<file path="config.mk">
export PLATFORM = sky130hd
export DESIGN_NAME = ti_sbox_layer_seq
export DESIGN_NICKNAME = d
export VERILOG_FILES = /design/src/rtl/ti_sbox_layer_seq_pkg.sv /design/src/rtl/ti_sbox_slice_pipe.sv /design/src/rtl/ti_sbox_layer_seq.sv
export SDC_FILE = /design/constraint.sdc
export NUM_CORES = 2
export LEC_CHECK = 0
export ABC_AREA = 1
export CAP_MARGIN = 20
export CORE_AREA = 3 3 567 569
export CTS_BUF_LIST = sky130_fd_sc_hd__clkbuf_8
export CTS_CLUSTER_SIZE = 24
export DETAILED_ROUTE_END_ITERATION = 12
export DIE_AREA = 0 0 570 572
export PLACE_DENSITY = 0.34
export RECOVER_POWER = 100
export SLEW_MARGIN = 15
export SYNTH_ARGS = -nofsm -noshare
export SYNTH_HDL_FRONTEND = slang
export SYNTH_SLANG_ARGS = --single-unit
export TNS_END_PERCENT = 1
</file>
<file path="constraint.sdc">
create_clock -name clk -period 26.5 [get_ports clk]
set_input_delay 3.975 -clock clk [delete_from_list [all_inputs] [get_ports clk]]
set_output_delay 3.975 -clock clk [all_outputs]
set_load 0.02 [all_outputs]
</file>
<file path="src/rtl/ti_sbox_layer_seq_pkg.sv">
// Shared constants, FSM encoding and helpers for the TI S-box layer sequencer.
// Imported by the sequencer top and its writeback pipe.
package ti_sbox_layer_seq_pkg;

    localparam int SB_W    = 5;
    localparam int NSB_DEF = 32;
    localparam int PAR_DEF = 4;
    localparam int STATE_W = SB_W * NSB_DEF;

    typedef enum logic [1:0] {
        IDLE  = 2'd0,
        RUN   = 2'd1,
        DRAIN = 2'd2,
        FIN   = 2'd3
    } seq_state_e;

    // Index width that stays legal when there is only one slice.
    function automatic int idx_w(input int n);
        return (n > 1) ? $clog2(n) : 1;
    endfunction

    localparam int IDX_W_DEF = idx_w(NSB_DEF / PAR_DEF);

endpackage

</file>
<file path="src/rtl/ti_sbox_slice_pipe.sv">
// Valid/index shift pipe matching the external S-box datapath latency.
// Its output marks which slice returns from the datapath this cycle.
module ti_sbox_slice_pipe
    import ti_sbox_layer_seq_pkg::*;
#(
    parameter int LAT   = 1,
    parameter int IDX_W = IDX_W_DEF
) (
    input  logic             clk,
    input  logic             rst,
    input  logic             i_vld,
    input  logic [IDX_W-1:0] i_idx,
    output logic             o_vld,
    output logic [IDX_W-1:0] o_idx
);

    logic [LAT-1:0]            r_vld;
    logic [LAT-1:0][IDX_W-1:0] r_idx;

    always_ff @(posedge clk or posedge rst) begin
        if (rst) begin
            r_vld <= '0;
            r_idx <= '0;
        end else begin
            r_vld[0] <= i_vld;
            r_idx[0] <= i_vld ? i_idx : '0;
            for (int i = 1; i < LAT; i++) begin
                r_vld[i] <= r_vld[i-1];
                r_idx[i] <= r_idx[i-1];
            end
        end
    end

    assign o_vld = r_vld[LAT-1];
    assign o_idx = r_idx[LAT-1];

endmodule

</file>
<file path="src/rtl/ti_sbox_layer_seq.sv">
// Streams four state shares through an external TI S-box datapath,
// PAR S-boxes per cycle, writing results back in place.
module ti_sbox_layer_seq
    import ti_sbox_layer_seq_pkg::*;
#(
    parameter int NSB    = NSB_DEF,
    parameter int PAR    = PAR_DEF,
    parameter int SB_LAT = 1
) (
    input  logic                clk,
    input  logic                rst,
    input  logic                start,
    input  logic [SB_W*NSB-1:0] din_s1,
    input  logic [SB_W*NSB-1:0] din_s2,
    input  logic [SB_W*NSB-1:0] din_s3,
    input  logic [SB_W*NSB-1:0] din_s4,
    output logic                busy,
    output logic                done,
    output logic [SB_W*NSB-1:0] dout_s1,
    output logic [SB_W*NSB-1:0] dout_s2,
    output logic [SB_W*NSB-1:0] dout_s3,
    output logic [SB_W*NSB-1:0] dout_s4,
    output logic                sb_vld,
    output logic [SB_W*PAR-1:0] sb_x_s1,
    output logic [SB_W*PAR-1:0] sb_x_s2,
    output logic [SB_W*PAR-1:0] sb_x_s3,
    output logic [SB_W*PAR-1:0] sb_x_s4,
    input  logic [SB_W*PAR-1:0] sb_y_s1,
    input  logic [SB_W*PAR-1:0] sb_y_s2,
    input  logic [SB_W*PAR-1:0] sb_y_s3,
    input  logic [SB_W*PAR-1:0] sb_y_s4
);

    localparam int W     = SB_W * NSB;
    localparam int SW    = SB_W * PAR;
    localparam int N     = NSB / PAR;
    localparam int IDX_W = idx_w(N);
    localparam logic [IDX_W-1:0] LAST = IDX_W'(N - 1);

    seq_state_e       r_state;
    seq_state_e       w_state_nxt;
    logic [IDX_W-1:0] r_iss_idx;
    logic             w_load;
    logic             w_issue;
    logic             w_pipe_vld;
    logic             w_wb_vld;
    logic [IDX_W-1:0] w_wb_idx;

    // Shares live in four independent registers; nothing here mixes them.
    logic [W-1:0]  r_sh [4];
    logic [W-1:0]  w_din [4];
    logic [SW-1:0] w_y [4];
    logic [SW-1:0] w_x [4];

    assign w_din[0] = din_s1;
    assign w_din[1] = din_s2;
    assign w_din[2] = din_s3;
    assign w_din[3] = din_s4;

    assign w_y[0] = sb_y_s1;
    assign w_y[1] = sb_y_s2;
    assign w_y[2] = sb_y_s3;
    assign w_y[3] = sb_y_s4;

    assign dout_s1 = r_sh[0];
    assign dout_s2 = r_sh[1];
    assign dout_s3 = r_sh[2];
    assign dout_s4 = r_sh[3];

    assign sb_x_s1 = w_x[0];
    assign sb_x_s2 = w_x[1];
    assign sb_x_s3 = w_x[2];
    assign sb_x_s4 = w_x[3];

    assign w_issue  = (r_state == RUN);
    assign busy     = (r_state == RUN) || (r_state == DRAIN);
    assign done     = (r_state == FIN);
    assign sb_vld   = w_issue;
    assign w_wb_vld = w_pipe_vld && busy;

    ti_sbox_slice_pipe #(
        .LAT   (SB_LAT),
        .IDX_W (IDX_W)
    ) u_pipe (
        .clk   (clk),
        .rst   (rst),
        .i_vld (w_issue),
        .i_idx (r_iss_idx),
        .o_vld (w_pipe_vld),
        .o_idx (w_wb_idx)
    );

    always_ff @(posedge clk or posedge rst) begin
        if (rst) begin
            r_state <= IDLE;
        end else begin
            r_state <= w_state_nxt;
        end
    end

    always_comb begin
        w_state_nxt = r_state;
        w_load      = 1'b0;
        case (r_state)
            IDLE: begin
                if (start) begin
                    w_load      = 1'b1;
                    w_state_nxt = RUN;
                end
            end
            RUN: begin
                if (r_iss_idx == LAST) begin
                    w_state_nxt = DRAIN;
                end
            end
            DRAIN: begin
                if (w_wb_vld && (w_wb_idx == LAST)) begin
                    w_state_nxt = FIN;
                end
            end
            FIN: begin
                if (start) begin
                    w_load      = 1'b1;
                    w_state_nxt = RUN;
                end else begin
                    w_state_nxt = IDLE;
                end
            end
            default: w_state_nxt = IDLE;
        endcase
    end

    always_ff @(posedge clk or posedge rst) begin
        if (rst) begin
            r_iss_idx <= '0;
        end else if (w_load) begin
            r_iss_idx <= '0;
        end else if (w_issue) begin
            r_iss_idx <= r_iss_idx + 1'b1;
        end
    end

    // Only the slice being issued is ever presented to the datapath.
    always_comb begin
        for (int s = 0; s < 4; s++) begin
            w_x[s] = '0;
            for (int k = 0; k < N; k++) begin
                if (w_issue && (r_iss_idx == IDX_W'(k))) begin
                    w_x[s] = r_sh[s][W-1-SW*k -: SW];
                end
            end
        end
    end

    always_ff @(posedge clk or posedge rst) begin
        if (rst) begin
            for (int s = 0; s < 4; s++) begin
                r_sh[s] <= '0;
            end
        end else if (w_load) begin
            for (int s = 0; s < 4; s++) begin
                r_sh[s] <= w_din[s];
            end
        end else if (w_wb_vld) begin
            for (int s = 0; s < 4; s++) begin
                for (int k = 0; k < N; k++) begin
                    if (w_wb_idx == IDX_W'(k)) begin
                        r_sh[s][W-1-SW*k -: SW] <= w_y[s];
                    end
                end
            end
        end
    end

endmodule

</file>
# Word-level counts from Yosys, hierarchy flattened
# Cells that the tools add are included.
# totals
reg_bits,649
input_bits,723
out_inout_bits,723
wordCells,167
# op_classes
n_addsub,1
n_eq_ne,20
muxes,76
n_reduce_logical,34
# op_table
op,count
20-bit two-way mux,64
640-bit two-way mux,2
"3-bit == test, second input constant",8
2-bit nonzero test,10
2-bit AND reduction,8
"3-bit by 2-bit == test with 1-bit output, second input constant",4
1-bit logical AND,10
3-bit two-way mux,3
2-bit one-hot mux with 4 select lines,1
"3-bit by 1-bit == test with 1-bit output, second input constant",2
3-bit zero test,2
2-bit two-way mux,3
"2-bit == test, second input constant",2
"2-bit inequality test, second input constant",2
"3-bit by 1-bit adder with 3-bit output, second input constant",1
1-bit two-way mux,3
3-bit AND reduction,1
"2-bit by 1-bit == test with 1-bit output, second input constant",1
2-bit zero test,1
"2-bit by 1-bit inequality test with 1-bit output, second input constant",1
2-bit OR reduction,1
1-bit logical OR,1

# Depth between registers and ports, before layout
# logic_depth
depth_word,10
mapped_depth,15
ltp_nobuf,13

# Modules after synthesis
# A second synthesis with hierarchy kept.
# hier_totals
hier_cells,4677
area_unflattened_um2,34575.7
# modules_own_cells
mod,instances,cells_per_inst,area_per_inst_um2,seq_area_each_um2
ti_sbox_layer_seq,1,4666,34449.3,16140.5
ti_sbox_slice_pipe,1,11,126.4,100.1

# Least setup slack after synthesis
# Ideal clock, no wire load.
# synth_timing
path_type,flip-flop to output port
start,reg r_state[1]
end,out sb_x_s1[10]
arrival_time_ns,2.048
required_ns,22.525
slack_ns,20.477
stages_incl_launch_ff,12
n_path_buf,3
cell_sequence,dfrtp_1 > inv_1 > ha_1 > buf_4 > nand2_2 > nor2_4 > buf_4 > clkbuf_1 > a21oi_1 > nand2_1 > nand2_1 > nand2_1
# synth_between
elab_chain_len,10
elab_cells_between_ends,17
cone_classes,1 x eq/ne; 8 x mux; 8 x reduce/logical
# synth_rtl
item,line,rtl
start: declaration,ti_sbox_layer_seq.sv:40,seq_state_e r_state;
start signal: assignment,ti_sbox_layer_seq.sv:97,r_state <= w_state_nxt;
2-bit by 1-bit == test with 1-bit output *,ti_sbox_layer_seq.sv:75,assign w_issue = (r_state == RUN);
net sb_vld,ti_sbox_layer_seq.sv:23,"output logic sb_vld,"
1-bit logical AND,ti_sbox_layer_seq.sv:148,if (w_issue && (r_iss_idx == IDX_W'(k))) begin
20-bit two-way mux (7 in a row),ti_sbox_layer_seq.sv:148,
20-bit two-way mux *,ti_sbox_layer_seq.sv:148,
end: declaration,ti_sbox_layer_seq.sv:24,"output logic [SB_W*PAR-1:0] sb_x_s1,"
# Mark *: on every way through the listed nets, which the timed path passes. The rest lies on a longest branch.

# Worst setup path in the final report
# layout_timing
start,in start
end,reg r_sh (netlist bit dout_s1[22])
# layout_between
elab_chain_len,4
elab_cells_between_ends,6
cone_classes,3 x mux; 3 x reduce/logical
# layout_rtl
item,line,rtl
start: declaration,ti_sbox_layer_seq.sv:12,"input logic start,"
1-bit two-way mux *,"ti_sbox_layer_seq.sv:106, ti_sbox_layer_seq.sv:122",
1-bit two-way mux *,-,
2-bit nonzero test (no source line),-,
2-bit AND reduction (no source line),-,
end signal: indexed assignment,ti_sbox_layer_seq.sv:162,r_sh[s] <= w_din[s];
end signal: indexed assignment,ti_sbox_layer_seq.sv:168,r_sh[s][W-1-SW*k -: SW] <= w_y[s];
end: declaration,ti_sbox_layer_seq.sv:50,logic [W-1:0] r_sh [4];
# Every way passes the cells marked *; elsewhere a longest branch is shown, timed or not.
# A chain may end at the register's enable or synchronous reset.

==> impl_metrics.json <==
{
  "cts_setup_buffers": 0,
  "yosysTopAreaCellShare_pct": 47.15,
  "numCtsBuffers": 150,
  "finalClockSkew_ps": 62.48,
  "min_period_ps": 16250,
  "num_rows": 207,
  "clkLatencyLatePin_ps": 930,
  "die_x_um": 570,
  "grt_pass1_vias": 41780,
  "drc": 0,
  "peakVddDrop_mv": 0.07401,
  "syn-cell-area_um2": 34440,
  "areaGrowthSynthToFinish_pct": 63.48,
  "synthesis.nets": 5408,
  "syn_area_per_cell_um2": 7.369,
  "grt_first_pass_wirelength_mm": 426.2,
  "synth_xor_area_share_pct": 0,
  "cts_root_buf": "clkbuf_8",
  "tightest_slew_ps": 8031,
  "clkSlewWorstSetupHoldPaths_ps": 60,
  "seq_area_frac_synth_pct": 47.15,
  "maxCapViolCount": 18,
  "synth_top_family_by_area": "simple AND/OR/NAND/NOR gates",
  "core_um2": 317300,
  "cp.required_ps": 27210,
  "drv_slew": 1018,
  "power_mw": 7.752,
  "violations": "max-capacitance violations, max-slew violations",
  "pin_count": 1446,
  "num_vias": 41500,
  "cts_sinks": 649,
  "rsz0062_at_grt": "false",
  "cts-htree-levels": 4,
  "hold_violations": 0,
  "first_pass_iters": 5,
  "routedWlPerCell_um": 31.84,
  "start_util_pct": 10.86,
  "leakage_nw": 24.33,
  "synth_cell_types": 23,
  "post_cts_resized": 0,
  "antenna_found_initial": 100,
  "nFillCells": 35980,
  "fin_crit_sh_pct": 61.30,
  "worstSetupEndpointType": "flip-flop",
  "ys_warn_count": 0,
  "place.gp.congestion": 0.8668,
  "yosysTopAreaCell": "dfrtp_1",
  "synth-seq-cells": 649,
  "viasPerCell": 4.024,
  "synthTopCellsByArea": "dfrtp_1, nand2_1, o211ai_1",
  "crit_fanout": 154,
  "setup_tns_ps": 0,
  "synthAdderAreaFrac_pct": 0.3996,
  "hpwl_mm": 253.6,
  "drt_iter0_drc": 3859,
  "clock.fmax_ghz": 0.06156,
  "muxShareOfSynthArea_pct": 0,
  "slew-limit-headroom_pct": -435.4,
  "cts_buffer_depth": 4,
  "critPathLaunchType": "input port",
  "cellPowerDensity_nw_per_um2": 137.7,
  "grt_use_total_pct": 19.28,
  "multiInputGateArea_um2": 16170,
  "ant_nets": 0,
  "cts_tree": "yes",
  "setup_viol": 0,
  "cts_hold_buf": 0,
  "arrival_ps": 16960,
  "io_buffers": 1445,
  "dieArea_um2": 326000,
  "layout-drive-gt1-share_pct": 4.785,
  "crit_type": "input port to flip-flop",
  "wl_mm": 328.4,
  "syn_inst": 4674,
  "nNetsFinal": 6739,
  "grt_max_degree": 155,
  "grt_overflow": 0,
  "fp.dieH_um": 572,
  "ff_latch_area_um2": 16240,
  "holdCritPathClass": "flip-flop to flip-flop",
  "yosys.area_share.simple_pct": 29.91,
  "synth_compound_area_share_pct": 16.42,
  "status": "finished with violations"
}
==> logic make-up (layout without fill, tap and decap cells) <==
group                    count (synthesis)  in the layout
AO/OA/AOI/OAI                          808            808
adder cells (fa/ha/maj)                 11             11
buffers and inverters                  525           1953
flip-flops                             649            649
other                                    0             31
AND/OR/NAND/NOR                       2681           2681
==> worst max-delay path, stage by stage <==
cell and delay [ps]:
dlygate4sd3_1 660, inv_1 90, nor2_1 1600, clkbuf_1 5550
inv_6 1870, clkbuf_1 1430, nand2_1 1350, o211ai_1 230
==> cell usage after synthesis <==
cell type / count
nor3_1: 1
nand2_2: 1
a21o_1: 1
o22ai_1: 1
clkbuf_1: 226
inv_2: 13
o21ai_0: 1
nor2_4: 1
nand4_1: 2
a21oi_1: 163
nand2_1: 2162
nor2_2: 5
buf_1: 16
nor2_1: 342
ha_1: 11
buf_4: 8
inv_1: 176
dfrtp_1: 649
nand3_1: 165
o211ai_1: 640
a211oi_1: 2
buf_2: 86
or2_0: 2
==> cell type report <==
| class | count | share of cell area (%) |
|---|---|---|
| clock inverter | 67 | 0.6844 |
| sequential | 649 | 28.84 |
| multi-input combinational | 3500 | 28.72 |
| timing repair buffer | 1515 | 26.50 |
| inverter | 189 | 1.373 |
| antenna | 31 | 0.1378 |
| tap | 4180 | 9.288 |
| clock buffer | 182 | 4.449 |
==> power breakdown <==
part	leakage, nW	internal, mW	switching, mW
Clock	1.65	0.639	0.577
Sequential	7.94	1.50	0.605
Combinational	14.7	1.41	3.02
Total	24.3	3.55	4.21
==> metrics by stage <==
stage / cells / utilization [%] / hold slack, ps / instance area (um^2) / worst slack (ps)
after floorplan: 4674 / - / 486.6 / 34440 / 4341
after global placement: 10030 / 16.84 / 506.9 / 53440 / 17630
after detailed placement: 10030 / 16.84 / 514.0 / 53440 / 17560
after CTS: 10280 / 17.76 / 528.9 / 56330 / 16670
after global routing: 10290 / 17.73 / 549.4 / 56260 / 9271
final: 10310 / 17.75 / 520.4 / 56310 / 10250
==> routing by layer <==
layer / global-route usage, % / part of all wire [%] / vias up
met3: 6.255 / 9.0 / 397
met1: 24.56 / 42 / 20900
met5: 0 / 0.074 / -
met2: 31.22 / 46 / 2058
li1: - / - / 18100
met4: 4.955 / 2.7 / 46
==> flip-flops by register name, indices dropped and copies added (netlist names) <==
register	flops
dout_s1	160
dout_s2	160
dout_s3	160
dout_s4	160
r_iss_idx	3
r_state	2
u_pipe.o_idx	3
u_pipe.o_vld	1
==> final timing paths <==
| path | from | endpoint | slack, ps | cells past startpoint |
|---|---|---|---|---|
| min in group asynchronous | rst | dout_s4[140]$_DFFE_PP0P_ | 4550 | 2 |
| max | start | dout_s1[22]$_DFFE_PP0P_ | 10250 | 8 |
| max in group asynchronous | rst | dout_s3[61]$_DFFE_PP0P_ | 11940 | 5 |
| min | dout_s3[77]$_DFFE_PP0P_ | dout_s3[77]$_DFFE_PP0P_ | 520 | 2 |
| max reg2reg | r_state[0]$_DFFE_PP0P_ | dout_s1[22]$_DFFE_PP0P_ | 13170 | 8 |
| min reg2reg | dout_s3[77]$_DFFE_PP0P_ | dout_s3[77]$_DFFE_PP0P_ | 520 | 2 |
==> layout by cell type (no fill, tap or decap), types with 17 or more instances in the layout <==
cell type and n:
a21oi_1 163, buf_4 53, clkbuf_1 19, clkbuf_8 182
clkdlybuf4s50_1 727, clkinv_2 17, dfrtp_1 649, diode_2 31
dlygate4sd3_1 715, inv_1 214, nand2_1 2162, nand3_1 165
nor2_1 335, o211ai_1 640
Note: power is estimated with default switching activity, not from simulation.
